===== src/rtl/fu_out_queue.sv =====
// Purpose: DEPTH-entry result buffer between an FU output bundle and writeback/ROB completion, optionally one destination per beat.
// Latency: one cycle from push to head visibility; outputs are combinational reads of registered storage.
// Backpressure: in_ready = !full, regardless of out_ready; a beat is held stable until out_ready; flush drops everything.
`timescale 1ns/1ps
module fu_out_queue #(
   parameter int INST_ID_BITS = 8,
   parameter int PRN_BITS     = 6,
   parameter int MAX_OPERANDS = 3,
   parameter int DEPTH        = 4,
   parameter int SERIALIZE    = 0
) (
   input  logic                                    clk,
   input  logic                                    rst,
   input  logic                                    flush,
   input  logic                                    in_valid,
   output logic                                    in_ready,
   input  logic [INST_ID_BITS-1:0]                 in_inst_id,
   input  logic [MAX_OPERANDS-1:0][PRN_BITS-1:0]   in_prn,
   input  logic [MAX_OPERANDS-1:0][63:0]           in_data,
   input  logic [MAX_OPERANDS-1:0]                 in_op_valid,
   output logic                                    out_valid,
   input  logic                                    out_ready,
   output logic [INST_ID_BITS-1:0]                 out_inst_id,
   output logic [MAX_OPERANDS-1:0][PRN_BITS-1:0]   out_prn,
   output logic [MAX_OPERANDS-1:0][63:0]           out_data,
   output logic [MAX_OPERANDS-1:0]                 out_op_valid,
   output logic                                    out_last,
   output logic [$clog2(DEPTH+1)-1:0]              count,
   output logic                                    full,
   output logic                                    empty
);

   localparam int PTR_W  = $clog2(DEPTH);
   localparam int CNT_W  = $clog2(DEPTH+1);
   localparam int SLOT_W = (MAX_OPERANDS > 1) ? $clog2(MAX_OPERANDS) : 1;

   // Beat FSM: FIRST means the head's beat slot is its lowest valid slot,
   // NEXT means beat_q holds the slot chosen after a non-final handshake.
   localparam logic [0:0] BEAT_FIRST = 1'b0;
   localparam logic [0:0] BEAT_NEXT  = 1'b1;

   typedef struct packed {
      logic [INST_ID_BITS-1:0]               id;
      logic [MAX_OPERANDS-1:0]               opv;
      logic [MAX_OPERANDS-1:0][PRN_BITS-1:0] prn;
      logic [MAX_OPERANDS-1:0][63:0]         data;
   } entry_t;

   entry_t              mem_q [DEPTH];
   entry_t              mem_d [DEPTH];
   logic [PTR_W-1:0]    wr_ptr_q, wr_ptr_d;
   logic [PTR_W-1:0]    rd_ptr_q, rd_ptr_d;
   logic [CNT_W-1:0]    count_q, count_d;
   logic [0:0]          beat_st_q, beat_st_d;
   logic [SLOT_W-1:0]   beat_q, beat_d;

   entry_t              head;
   logic                push;
   logic                pop;
   logic [SLOT_W-1:0]   first_slot;
   logic [SLOT_W-1:0]   cur_slot;
   logic [SLOT_W-1:0]   next_slot;
   logic                has_higher;

   assign count     = count_q;
   assign full      = (count_q == CNT_W'(DEPTH));
   assign empty     = (count_q == '0);
   assign in_ready  = !full;
   assign out_valid = !empty && !flush;
   assign head      = mem_q[rd_ptr_q];
   assign push      = in_valid && in_ready && !flush;
   // out_last is constantly 1 for whole-entry beats, so this covers both modes.
   assign pop       = out_valid && out_ready && out_last;

   // Locate the current beat slot of the head and the next valid slot above it.
   always_comb begin
      first_slot = '0;
      next_slot  = '0;
      has_higher = 1'b0;
      for (int i = MAX_OPERANDS-1; i >= 0; i--) begin
         if (head.opv[i]) first_slot = SLOT_W'(i);
      end
      cur_slot = (beat_st_q == BEAT_NEXT) ? beat_q : first_slot;
      for (int i = MAX_OPERANDS-1; i >= 0; i--) begin
         if (head.opv[i] && (i > int'(cur_slot))) begin
            next_slot  = SLOT_W'(i);
            has_higher = 1'b1;
         end
      end
   end

   // Present the head entry (or one slot of it) while a beat is valid, zeros otherwise.
   always_comb begin
      out_inst_id  = '0;
      out_prn      = '0;
      out_data     = '0;
      out_op_valid = '0;
      out_last     = 1'b0;
      if (out_valid) begin
         out_inst_id = head.id;
         if (SERIALIZE == 0) begin
            out_prn      = head.prn;
            out_data     = head.data;
            out_op_valid = head.opv;
            out_last     = 1'b1;
         end else begin
            out_prn[0]      = head.prn[cur_slot];
            out_data[0]     = head.data[cur_slot];
            out_op_valid[0] = head.opv[cur_slot];
            out_last        = !has_higher;
         end
      end
   end

   // Next-state: storage write, pointer/count update, beat pointer advance; flush wins.
   always_comb begin
      for (int i = 0; i < DEPTH; i++) mem_d[i] = mem_q[i];
      wr_ptr_d  = wr_ptr_q;
      rd_ptr_d  = rd_ptr_q;
      count_d   = count_q;
      beat_st_d = beat_st_q;
      beat_d    = beat_q;
      if (push) begin
         mem_d[wr_ptr_q].id   = in_inst_id;
         mem_d[wr_ptr_q].opv  = in_op_valid;
         mem_d[wr_ptr_q].prn  = in_prn;
         mem_d[wr_ptr_q].data = in_data;
      end
      wr_ptr_d = wr_ptr_q + PTR_W'(push);
      rd_ptr_d = rd_ptr_q + PTR_W'(pop);
      count_d  = count_q + CNT_W'(push) - CNT_W'(pop);
      if (out_valid && out_ready) begin
         if (out_last) begin
            beat_st_d = BEAT_FIRST;
            beat_d    = '0;
         end else begin
            beat_st_d = BEAT_NEXT;
            beat_d    = next_slot;
         end
      end
      if (flush) begin
         wr_ptr_d  = '0;
         rd_ptr_d  = '0;
         count_d   = '0;
         beat_st_d = BEAT_FIRST;
         beat_d    = '0;
      end
   end

   // State registers; reset discards any partially serialised entry.
   always_ff @(posedge clk or negedge rst) begin
      if (!rst) begin
         for (int i = 0; i < DEPTH; i++) mem_q[i] <= '0;
         wr_ptr_q  <= '0;
         rd_ptr_q  <= '0;
         count_q   <= '0;
         beat_st_q <= BEAT_FIRST;
         beat_q    <= '0;
      end else begin
         for (int i = 0; i < DEPTH; i++) mem_q[i] <= mem_d[i];
         wr_ptr_q  <= wr_ptr_d;
         rd_ptr_q  <= rd_ptr_d;
         count_q   <= count_d;
         beat_st_q <= beat_st_d;
         beat_q    <= beat_d;
      end
   end

endmodule


===== config.mk =====
export PLATFORM = sky130hd
export DESIGN_NAME = fu_out_queue
export DESIGN_NICKNAME = d
export VERILOG_FILES = /design/src/rtl/fu_out_queue.sv
export SDC_FILE = /design/constraint.sdc
export NUM_CORES = 1
export LEC_CHECK = 0
export ABC_CLOCK_PERIOD_IN_PS = 2100
export BUFFER_PORTS_ARGS = -buffer_cell sky130_fd_sc_hd__buf_4
export CORE_AREA = 2 2 344 346
export CTS_BUF_LIST = sky130_fd_sc_hd__clkbuf_4 sky130_fd_sc_hd__clkbuf_8
export DETAILED_ROUTE_END_ITERATION = 8
export DIE_AREA = 0 0 346 348
export PLACE_DENSITY = 0.61
export SLEW_MARGIN = 40
export SYNTH_ARGS = -nofsm -noshare
export SYNTH_HDL_FRONTEND = slang
export SYNTH_SLANG_ARGS = --single-unit

===== constraint.sdc =====
create_clock -name clk -period 2.1 [get_ports clk]
set_input_delay 0.315 -clock clk [delete_from_list [all_inputs] [get_ports clk]]
set_output_delay 0.315 -clock clk [all_outputs]
set_load 0.01 [all_outputs]

# Word-level counts from Yosys, hierarchy flattened
# Cells that the tools add are included.
[word_totals]
reg_bits = 891
latch_bits = 0
mem_bits_rw = 0
mem_bits_ro = 0
inputBits = 226
mem_count = 0
[op_classes]
n_addsub = 4
n_mul = 0
div = 0
magnitude_cmp = 3
eq_ne = 1
n_shift = 0
n_mux = 23
bitwise = 2
reduce_logical = 10
[op_table]
columns = ["op", "count"]
rows = [
  ["884-bit bitwise mux", 4],
  ["221-bit demux with 2-bit select", 4],
  ["221-bit 2-to-1 mux", 3],
  ["221-bit binary-select mux with 2-bit select", 1],
  ["192-bit 2-to-1 mux", 2],
  ["213-bit 2-to-1 mux", 1],
  ["210-bit 2-to-1 mux", 1],
  ["18-bit 2-to-1 mux", 1],
  ["8-bit 2-to-1 mux", 1],
  ["3-bit >= comparator (second input constant)", 2],
  ["1-bit logical AND", 6],
  ["3-bit 2-to-1 mux", 2],
  ["2-bit inverter with 3-bit output", 2],
  ["2-bit by 1-bit adder with 2-bit output", 2],
  ["2-bit 2-to-1 mux", 2],
  ["3-bit by 1-bit adder with 3-bit output", 1],
  ["3-bit equality test (second input constant)", 1],
  ["1-bit logical NOT", 3],
  ["3-bit logical NOT", 1],
  ["3-bit by 1-bit less-than comparator with 1-bit output (second input constant)", 1],
  ["3-bit by 1-bit subtractor with 3-bit output", 1],
  ["1-bit 2-to-1 mux", 1],
]

# Longest topological paths before layout
# Gate-level depths: netlist of the first run.
[depth]
word_depth = 9
mapped_depth = 11
mapped_depth_nobuf = 9

# Worst setup path before layout of the first run
# OpenSTA, ideal clock, no wires.
[synth_path]
path_type = "reg-to-reg"
start = "register count_q[1] (netlist: count[1])"
end = "register count_q[2] (netlist: count[2])"
setup_time_ns = 0.086
arrival_time_ns = 2.273
t_required_ns = 2.014
setup_slack_ns = -0.259
stages_incl_launch_ff = 11
n_path_buf = 1
synth_period_minus_slack_ns = 2.359
cell_sequence = "dfrtp_1 or3b_1 buf_2 and2_1 xor2_1 ha_1 inv_1 fa_1 xor2_1 and2_1 nor3_1"
[synth_via]
elab_chain_len = 7
word_cells_on_any_way = 13
[synth_lines]
columns = ["element", "line_no", "rtl"]
rows = [
  ["start: declaration", "53", "logic [CNT_W-1:0] count_q, count_d;"],
  ["start signal: assignment", "163", "count_q <= count_d;"],
  ["3-bit equality test", "66", "assign full = (count_q == CNT_W'(DEPTH));"],
  ["1-bit logical NOT", "68", "assign in_ready = !full;"],
  ["named net in_ready", "16", "output logic in_ready,"],
  ["1-bit logical AND (2 in a row)", "71", "assign push = in_valid && in_ready && !flush;"],
  ["3-bit by 1-bit adder with 3-bit output", "131", "count_d = count_q + CNT_W'(push) - CNT_W'(pop);"],
  ["3-bit by 1-bit subtractor with 3-bit output", "131", ""],
  ["3-bit 2-to-1 mux", "141", "if (flush) begin"],
  ["named net count_d[2]", "53", ""],
]
# The timed path passes the listed nets, and every way through them passes these cells.
# A chain may end at the register's enable or synchronous reset.

==> impl_metrics.csv, run 1 <==
group,metric,value,unit
yosys,synth-seq-cells,891,
worst_setup_path,cp_max_fo,8,
yosys,yosysTopAreaCell,"dfrtp_1",
yosys,synth_edf_count,0,
cells_and_area,multi_input_area,17530,sq um
detailed_routing,ant_nets,0,
run_status,status,"finished, violations left",
timing,fmax,336.1,MHz
yosys,synth_most_common_cell,"dfrtp_1",
run_status,violations,"setup timing",
placed_design,hpwlAfterDp,67710,um
yosys,ys_top_cells_by_area,"dfrtp_1 55%, mux2_2 19%, mux4_2 12%, mux2_4 7.0%, and2_1 3.4%",
worst_setup_path,path_class,"reg2out",
cells_and_area,fillerInstances,10210,
yosys,syn_area,40600,sq um
clocking,cts.htree.levels,4,
timing,slew_viol_final,0,
timing,worst_pin_slew,0.4159,ns
detailed_routing,viasPerCell,4.885,
floorplan,initial_core_util,34.70,%
pwr,power_density,1157,nW/um^2
cells_and_area,syn_to_final_growth,34.60,%
floorplan,die_x,346,um
timing,setup_viol,704,
floorplan,die_h,348,um
clocking,root_buffer,"clkbuf_8",
clocking,clockBufferDepth,3,
yosys,seq_area_frac_synth,54.92,%
global_routing,track_usage,17.34,%
detailed_routing,drtPass1Iterations,4,
clocking,clk_transition_reported_paths,0.06,ns
flow_run,maxCapViolations,0,
detailed_routing,drtIter0Drc,880,
worst_setup_path,critPathLaunch,"rd_ptr_q[0]",
timing,timing.final.crit_share,141.7,%
yosys,synthArstFlopShare,100.0,%
global_routing,grt.overflow.total,0,
yosys,synth_cell_types,23,
clocking,cts_sinks,891,
global_routing,grt_first_pass_wirelength,161900,um
global_routing,antenna_found_initial,13,
floorplan,std_cell_rows,126,
timing,fin_skew,0.03717,ns
timing,whs,0.1897,ns
floorplan,fp.coreArea,117000,sq um
floorplan,dieArea,120400,sq um
cells_and_area,fin_cells,4973,
timing,finalWorstSetupSlack,-0.8757,ns
pwr,total_leakage_power,24.85,nW
placed_design,dp.cells,4426,
pwr,irDropWorstVdd,0.7000,mV
yosys,postSynthCellCount,2424,
timing,period_needed,2.976,ns
worst_hold_path,hold_path_class,"in2async",
placed_design,routabilityCongestion,0.7497,
detailed_routing,drcViolationCount,0,
worst_setup_path,required,1.78,ns
worst_setup_path,rr_startpoint,"count[2]",
clocking,cts_tree,"built",
clocking,cts_made_buffers,162,
yosys,synth_common_cells,"891 x dfrtp_1, 694 x mux2_2, 223 x and2_1, 221 x mux4_2, 190 x mux2_4",
timing,finalHoldViolations,0,
floorplan,io_pins,455,
cells_and_area,regArea,22310,sq um
yosys,ys.warnings.count,0,
worst_setup_path,end_kind,"output pin",
yosys,synth_top_area_share,54.92,%
cells_and_area,layout.nets,3537,
timing,rsz0062_at_grt,"true",
detailed_routing,wl,103500,um
placed_design,numPortBuffers,454,
cells_and_area,drive_gt1_share,63.20,%
global_routing,grt_pass1_vias,26990,
timing,finalSetupTns,-205.18,ns
clocking,clk_latency,0.86,ns
yosys,syn_avg_cell_area,16.75,sq um
yosys,synth_nets,2654,
timing,relSlewSlack,72.27,%
worst_setup_path,worstPathArrival,2.66,ns
detailed_routing,post_drt_wl_per_cell,20.82,um
global_routing,grt_max_degree,77,
detailed_routing,vias,24290,
yosys,synthFlopType,"dfrtp_1",
worst_setup_path,critPathLaunchType,"register",
==> report_power, final <==
| part | internal, mW | switching, mW | total [mW] |
|---|---|---|---|
| clock network | 9.95 | 7.61 | 17.6 |
| registers | 22.9 | 2.65 | 25.6 |
| logic | 12.9 | 7.22 | 20.1 |
| total | 45.8 | 17.5 | 63.2 |
==> final cells by class <==
| type | count | share of cell area, % |
|---|---|---|
| clock buffers | 252 | 5.763 |
| repair buffers | 894 | 17.16 |
| inverters | 2 | 0.01374 |
| diodes | 8 | 0.03664 |
| well taps | 1536 | 3.517 |
| flip-flops and latches | 891 | 40.82 |
| clock inverters | 34 | 0.6159 |
| multi-input cells | 1356 | 32.07 |
==> cells by family after synthesis <==
family,share of synthesized area (%)
muxes,38.54
DFF,54.92
and+or+nand+nor,3.720
buffers and inverters,2.592
xor gates and xnor gates,0.08631
adders and majority gates,0.1418
==> cell usage in the layout (no fill, tap or decap), drive strengths merged, types with 3 or more instances in the layout <==
cell           n
and2         223
buf          666
bufinv         3
clkbuf       256
clkinv        21
clkinvlp       4
dfrtp        891
diode          8
dlygate4sd3  224
ha             3
inv            8
mux2         884
mux4         221
nor2           7
nor2b          4
nor3           3
==> worst max-delay path, stage by stage (launching register included) <==
cell,delay (ns)
dfrtp_4,0.47
buf_4,0.18
buf_16,0.14
buf_12,0.14
mux4_2,0.51
and2_1,0.20
buf_4,0.15
==> state kept, by name, indices dropped and copies added, names as in the netlist <==
signal and count:
count 3, mem_q 884, rd_ptr_q 2, wr_ptr_q 2
==> metal layers <==
| layer | part of all wire, % | global-route usage (%) |
|---|---|---|
| met5 | 0.074 | 0 |
| met4 | 2.1 | 5.543 |
| met3 | 5.4 | 4.562 |
| met2 | 48 | 27.74 |
| met1 | 45 | 23.01 |
==> final timing paths <==
kind / end / cells past startpoint / slack, ns
max: out_data[29] / 6 / -0.88
min: mem_q[444] / 3 / 0.19
max reg2reg: count[2] / 10 / -0.17
min reg2reg: mem_q[240] / 1 / 0.50
max in group asynchronous: mem_q[272] / 4 / 1.34
min in group clk: count[0] / 6 / 0.20
==> through the flow <==
step / power (mW) / utilization (%) / instance area, sq um / setup slack, ns
6_report: 63.24 / 46.71 / 54640 / -0.8757
3_5_place_dp: 44.19 / 40.79 / 47710 / -0.09933
2_1_floorplan: 36.81 / - / 40610 / -0.2034
3_3_place_gp: 43.73 / 40.79 / 47710 / -0.1805
5_1_grt: 66.82 / 46.71 / 54640 / -1.044
4_1_cts: 63.52 / 46.28 / 54140 / -1.064
==> repair_timing <==
item,in CTS,in global routing
buffers inserted,10,8
endpoints found under the setup margin,650,1036
endpoints found under the hold margin,1771,0
hold buffers,225,0
pin swaps,16,2
cloned,6,4
resized for setup,128,92
(Power assumes the default switching activity.)
==> run 2: changes to the inputs <==
--- a/config.mk
+++ b/config.mk
@@ -5,12 +5,14 @@
 export SDC_FILE = /design/constraint.sdc
 export NUM_CORES = 1
 export LEC_CHECK = 0
+export ABC_AREA = 1
 export ABC_CLOCK_PERIOD_IN_PS = 2100
 export BUFFER_PORTS_ARGS = -buffer_cell sky130_fd_sc_hd__buf_4
-export CORE_AREA = 2 2 344 346
+export CAP_MARGIN = 20
+export CORE_AREA = 2 2 367 369
 export CTS_BUF_LIST = sky130_fd_sc_hd__clkbuf_4 sky130_fd_sc_hd__clkbuf_8
 export DETAILED_ROUTE_END_ITERATION = 8
-export DIE_AREA = 0 0 346 348
+export DIE_AREA = 0 0 369 371
 export PLACE_DENSITY = 0.61
 export SLEW_MARGIN = 40
 export SYNTH_ARGS = -nofsm -noshare
==> run 2 against run 1 <==
Against the previous run: the flow still finishes with violations (setup timing); core utilization down 0.29 points; wire length up 67%; design area up 13%; non-clock buffer count up 192; first-iteration DRC count rose to 5.2 times the previous value; global-route usage up 7.1 points; flip-flop and latch count unchanged; final cell count up 80%; total power up 11%; sequential share of layout area down 4.6 points; critical path type unchanged; highest routed layer is now met4.
==> impl_metrics.csv, run 2 <==
group,metric,value,unit
worst_setup_path,crit_family,"buffers and inverters",
yosys,synth_top_area_share,48.23,%
clocking,cts.htree.levels,4,
placed_design,numPortBuffers,454,
yosys,syn_avg_cell_area,7.261,sq um
yosys,syn_area,46230,sq um
worst_setup_path,critPathLaunchType,"register",
clocking,clockBufferDepth,3,
placed_design,placed_cell_area,53560,sq um
worst_setup_path,slowest_delay,0.55,ns
timing,worst_pin_slew,0.7379,ns
placed_design,hpwlAfterDp,101800,um
global_routing,grt_first_pass_wirelength,266200,um
detailed_routing,drtPass1Iterations,6,
run_status,violations,"setup timing",
floorplan,fp.coreArea,132800,sq um
clocking,cts_tree,"built",
cells_and_area,fin_area,61650,sq um
timing,timing.final.crit_share,138.9,%
detailed_routing,post_drt_wl_per_cell,19.33,um
cells_and_area,drive_gt1_share,19.57,%
worst_setup_path,cp_cell_sequence,"inv_12, buf_6, buf_4, nand2_1, nand2_1, nand2_1, a21oi_2, buf_4, buf_4",
clocking,clk_latency,0.91,ns
detailed_routing,drcViolationCount,0,
run_status,status,"finished, violations left",
floorplan,std_cell_rows,134,
worst_setup_path,end_kind,"output pin",
yosys,ys.warnings.count,0,
detailed_routing,wl,173000,um
placed_design,routabilityCongestion,0.8217,
worst_setup_path,slowest_stage,"dfrtp_4",
timing,relSlewSlack,50.81,%
cells_and_area,largest_register_ffs,884,
floorplan,io_pins,455,
global_routing,use_met3,3.889,%
global_routing,grt_use_met1,32.60,%
worst_setup_path,cp_num_buf_inv,5,
cells_and_area,layout.nets,7289,
cells_and_area,mostFrequentLayoutCells,"3035 x nand2_1, 888 x dfrtp_1, 884 x nand4_1",
yosys,postSynthCellCount,6367,
yosys,synth_edf_count,0,
pwr,irDropWorstVdd,0.6070,mV
yosys,synthArstFlopShare,100.0,%
worst_setup_path,cp_max_fo,9,
global_routing,antenna_found_initial,4,
worst_setup_path,worstPathArrival,2.60,ns
detailed_routing,drtIter0Drc,4613,
timing,setup_viol,287,
global_routing,grt_max_degree,105,
pwr,power_density,1142,nW/um^2
cells_and_area,syn_to_final_growth,33.36,%
floorplan,die_x,369,um
yosys,synth_nets,6597,
timing,fmax,342.8,MHz
detailed_routing,ant_nets,0,
floorplan,die_h,371,um
pwr,power.total,70.40,mW
clocking,clk_transition_reported_paths,0.06,ns
floorplan,initial_core_util,34.81,%
detailed_routing,viasPerCell,5.265,
flow_run,maxCapViolations,0,
yosys,synthFlopType,"dfrtp_1",
timing,finalWorstSetupSlack,-0.8169,ns
clocking,cts_sinks,891,
worst_setup_path,required,1.78,ns
yosys,seq_area_frac_synth,48.23,%
global_routing,busiest_layer,"met2",
worst_hold_path,hold_path_class,"in2reg",
global_routing,track_usage,24.46,%
global_routing,grt.overflow.total,0,
clocking,root_buffer,"clkbuf_8",
yosys,synth-seq-cells,891,
cells_and_area,layout.cells.most_common,"nand2_1",
global_routing,grt_pass1_vias,45680,
yosys,synth_most_common_cell,"nand2_1",
pwr,total_leakage_power,32.91,nW
floorplan,dieArea,136900,sq um
timing,rsz0062_at_grt,"true",
timing,finalHoldViolations,0,
global_routing,use_met2,39.62,%
detailed_routing,vias,47110,
yosys,synth_cell_types,23,
yosys,yosysTopAreaCell,"dfrtp_1",
worst_setup_path,path_class,"reg2out",
timing,fin_skew,0.04363,ns
cells_and_area,largest-register,"mem_q",
timing,period_needed,2.917,ns
yosys,ys_top_cells_by_area,"dfrtp_1 48%, nand2_1 25%, nand4_1 12%, buf_2 3.8%, inv_1 3.7%",
timing,slew_viol_final,0,
clocking,cts_made_buffers,164,
yosys,synth_common_cells,"3102 x nand2_1, 891 x dfrtp_1, 884 x nand4_1, 454 x inv_1, 347 x buf_2",
[run 2: area by class of cell]
type                    instances  area [sq um]
well taps                    1768          2212
clock inverters                22         237.7
clock buffers                 259          3164
diodes                          6         15.01
repair buffers               1086         11310
multi-input cells            4457         20630
inverters                     459          1777
fillers                     13090         71140
flip-flops and latches        891         22310
[run 2: metrics by stage]
step | setup TNS [ns] | util (%) | hold WS, ns | instances | worst slack, ns
3_3_place_gp | 0 | 40.32 | 0.3694 | 8378 | 0.01127
4_1_cts | -189.75 | 45.51 | 0.09940 | 8908 | -0.9402
5_1_grt | -230.32 | 46.43 | 0.1940 | 8947 | -0.9522
3_5_place_dp | 0 | 40.33 | 0.3740 | 8379 | 0.001710
6_report | -168.96 | 46.43 | 0.2265 | 8948 | -0.8169
2_1_floorplan | 0 | - | 0.01941 | 6367 | 0.04460
[run 2: worst reg2reg max path, stage by stage (launching register included)]
cell and delay, ns:
dfrtp_1 0.35, nor2_1 0.05, buf_4 0.14, buf_12 0.12
nand2_8 0.06, buf_16 0.12, buf_4 0.34, buf_4 0.44
buf_12 0.31, nand4_1 0.15, nand2_1 0.10
[run 2: per-layer routing]
metal,vias to the layer above,share of wire [%]
met5,-,0
met4,0,3.6
met3,360,6.9
met2,1984,47
met1,22770,42
li1,22000,-
[run 2: final timing paths]
| path | start | endpoint | slack (ns) | cells after the start |
|---|---|---|---|---|
| min in group asynchronous | rst | mem_q[521] | 0.42 | 3 |
| max in group asynchronous | rst | mem_q[18] | 1.20 | 3 |
| worst max-delay path | rd_ptr_q[0] | out_inst_id[1] | -0.82 | 9 |
| worst max register to register | count[1] | mem_q[242] | -0.20 | 10 |
| worst min register to register | mem_q[799] | mem_q[799] | 0.47 | 2 |
| worst min-delay path | in_data[65] | mem_q[728] | 0.23 | 4 |
[run 2: cells by family after synthesis]
group,count (synthesis),synth area share (%)
adder cells (fa/ha/maj),4,0.1245
AND/OR/NAND/NOR,4227,39.80
flip-flops,891,48.23
AO/OA/AOI/OAI,225,2.436
buffers and inverters,1019,9.389
XOR/XNOR,1,0.01895
[run 2: where the power goes]
group          switching, mW  total (mW)  internal, mW
Clock                   7.84        17.6          9.79
Sequential              3.06        25.8          22.8
Combinational           16.2        26.9          10.7
[run 2: timing repair]
| item | 4_1_cts | 5_1_grt |
|---|---|---|
| endpoints found under the setup margin | 226 | 226 |
| pin swaps | 16 | 19 |
| gates cloned | 11 | 13 |
| hold buffers | 226 | 0 |
| buffers inserted | 11 | 22 |
| resized for setup | 198 | 172 |
| hold endpoints to repair | 1766 | 0 |
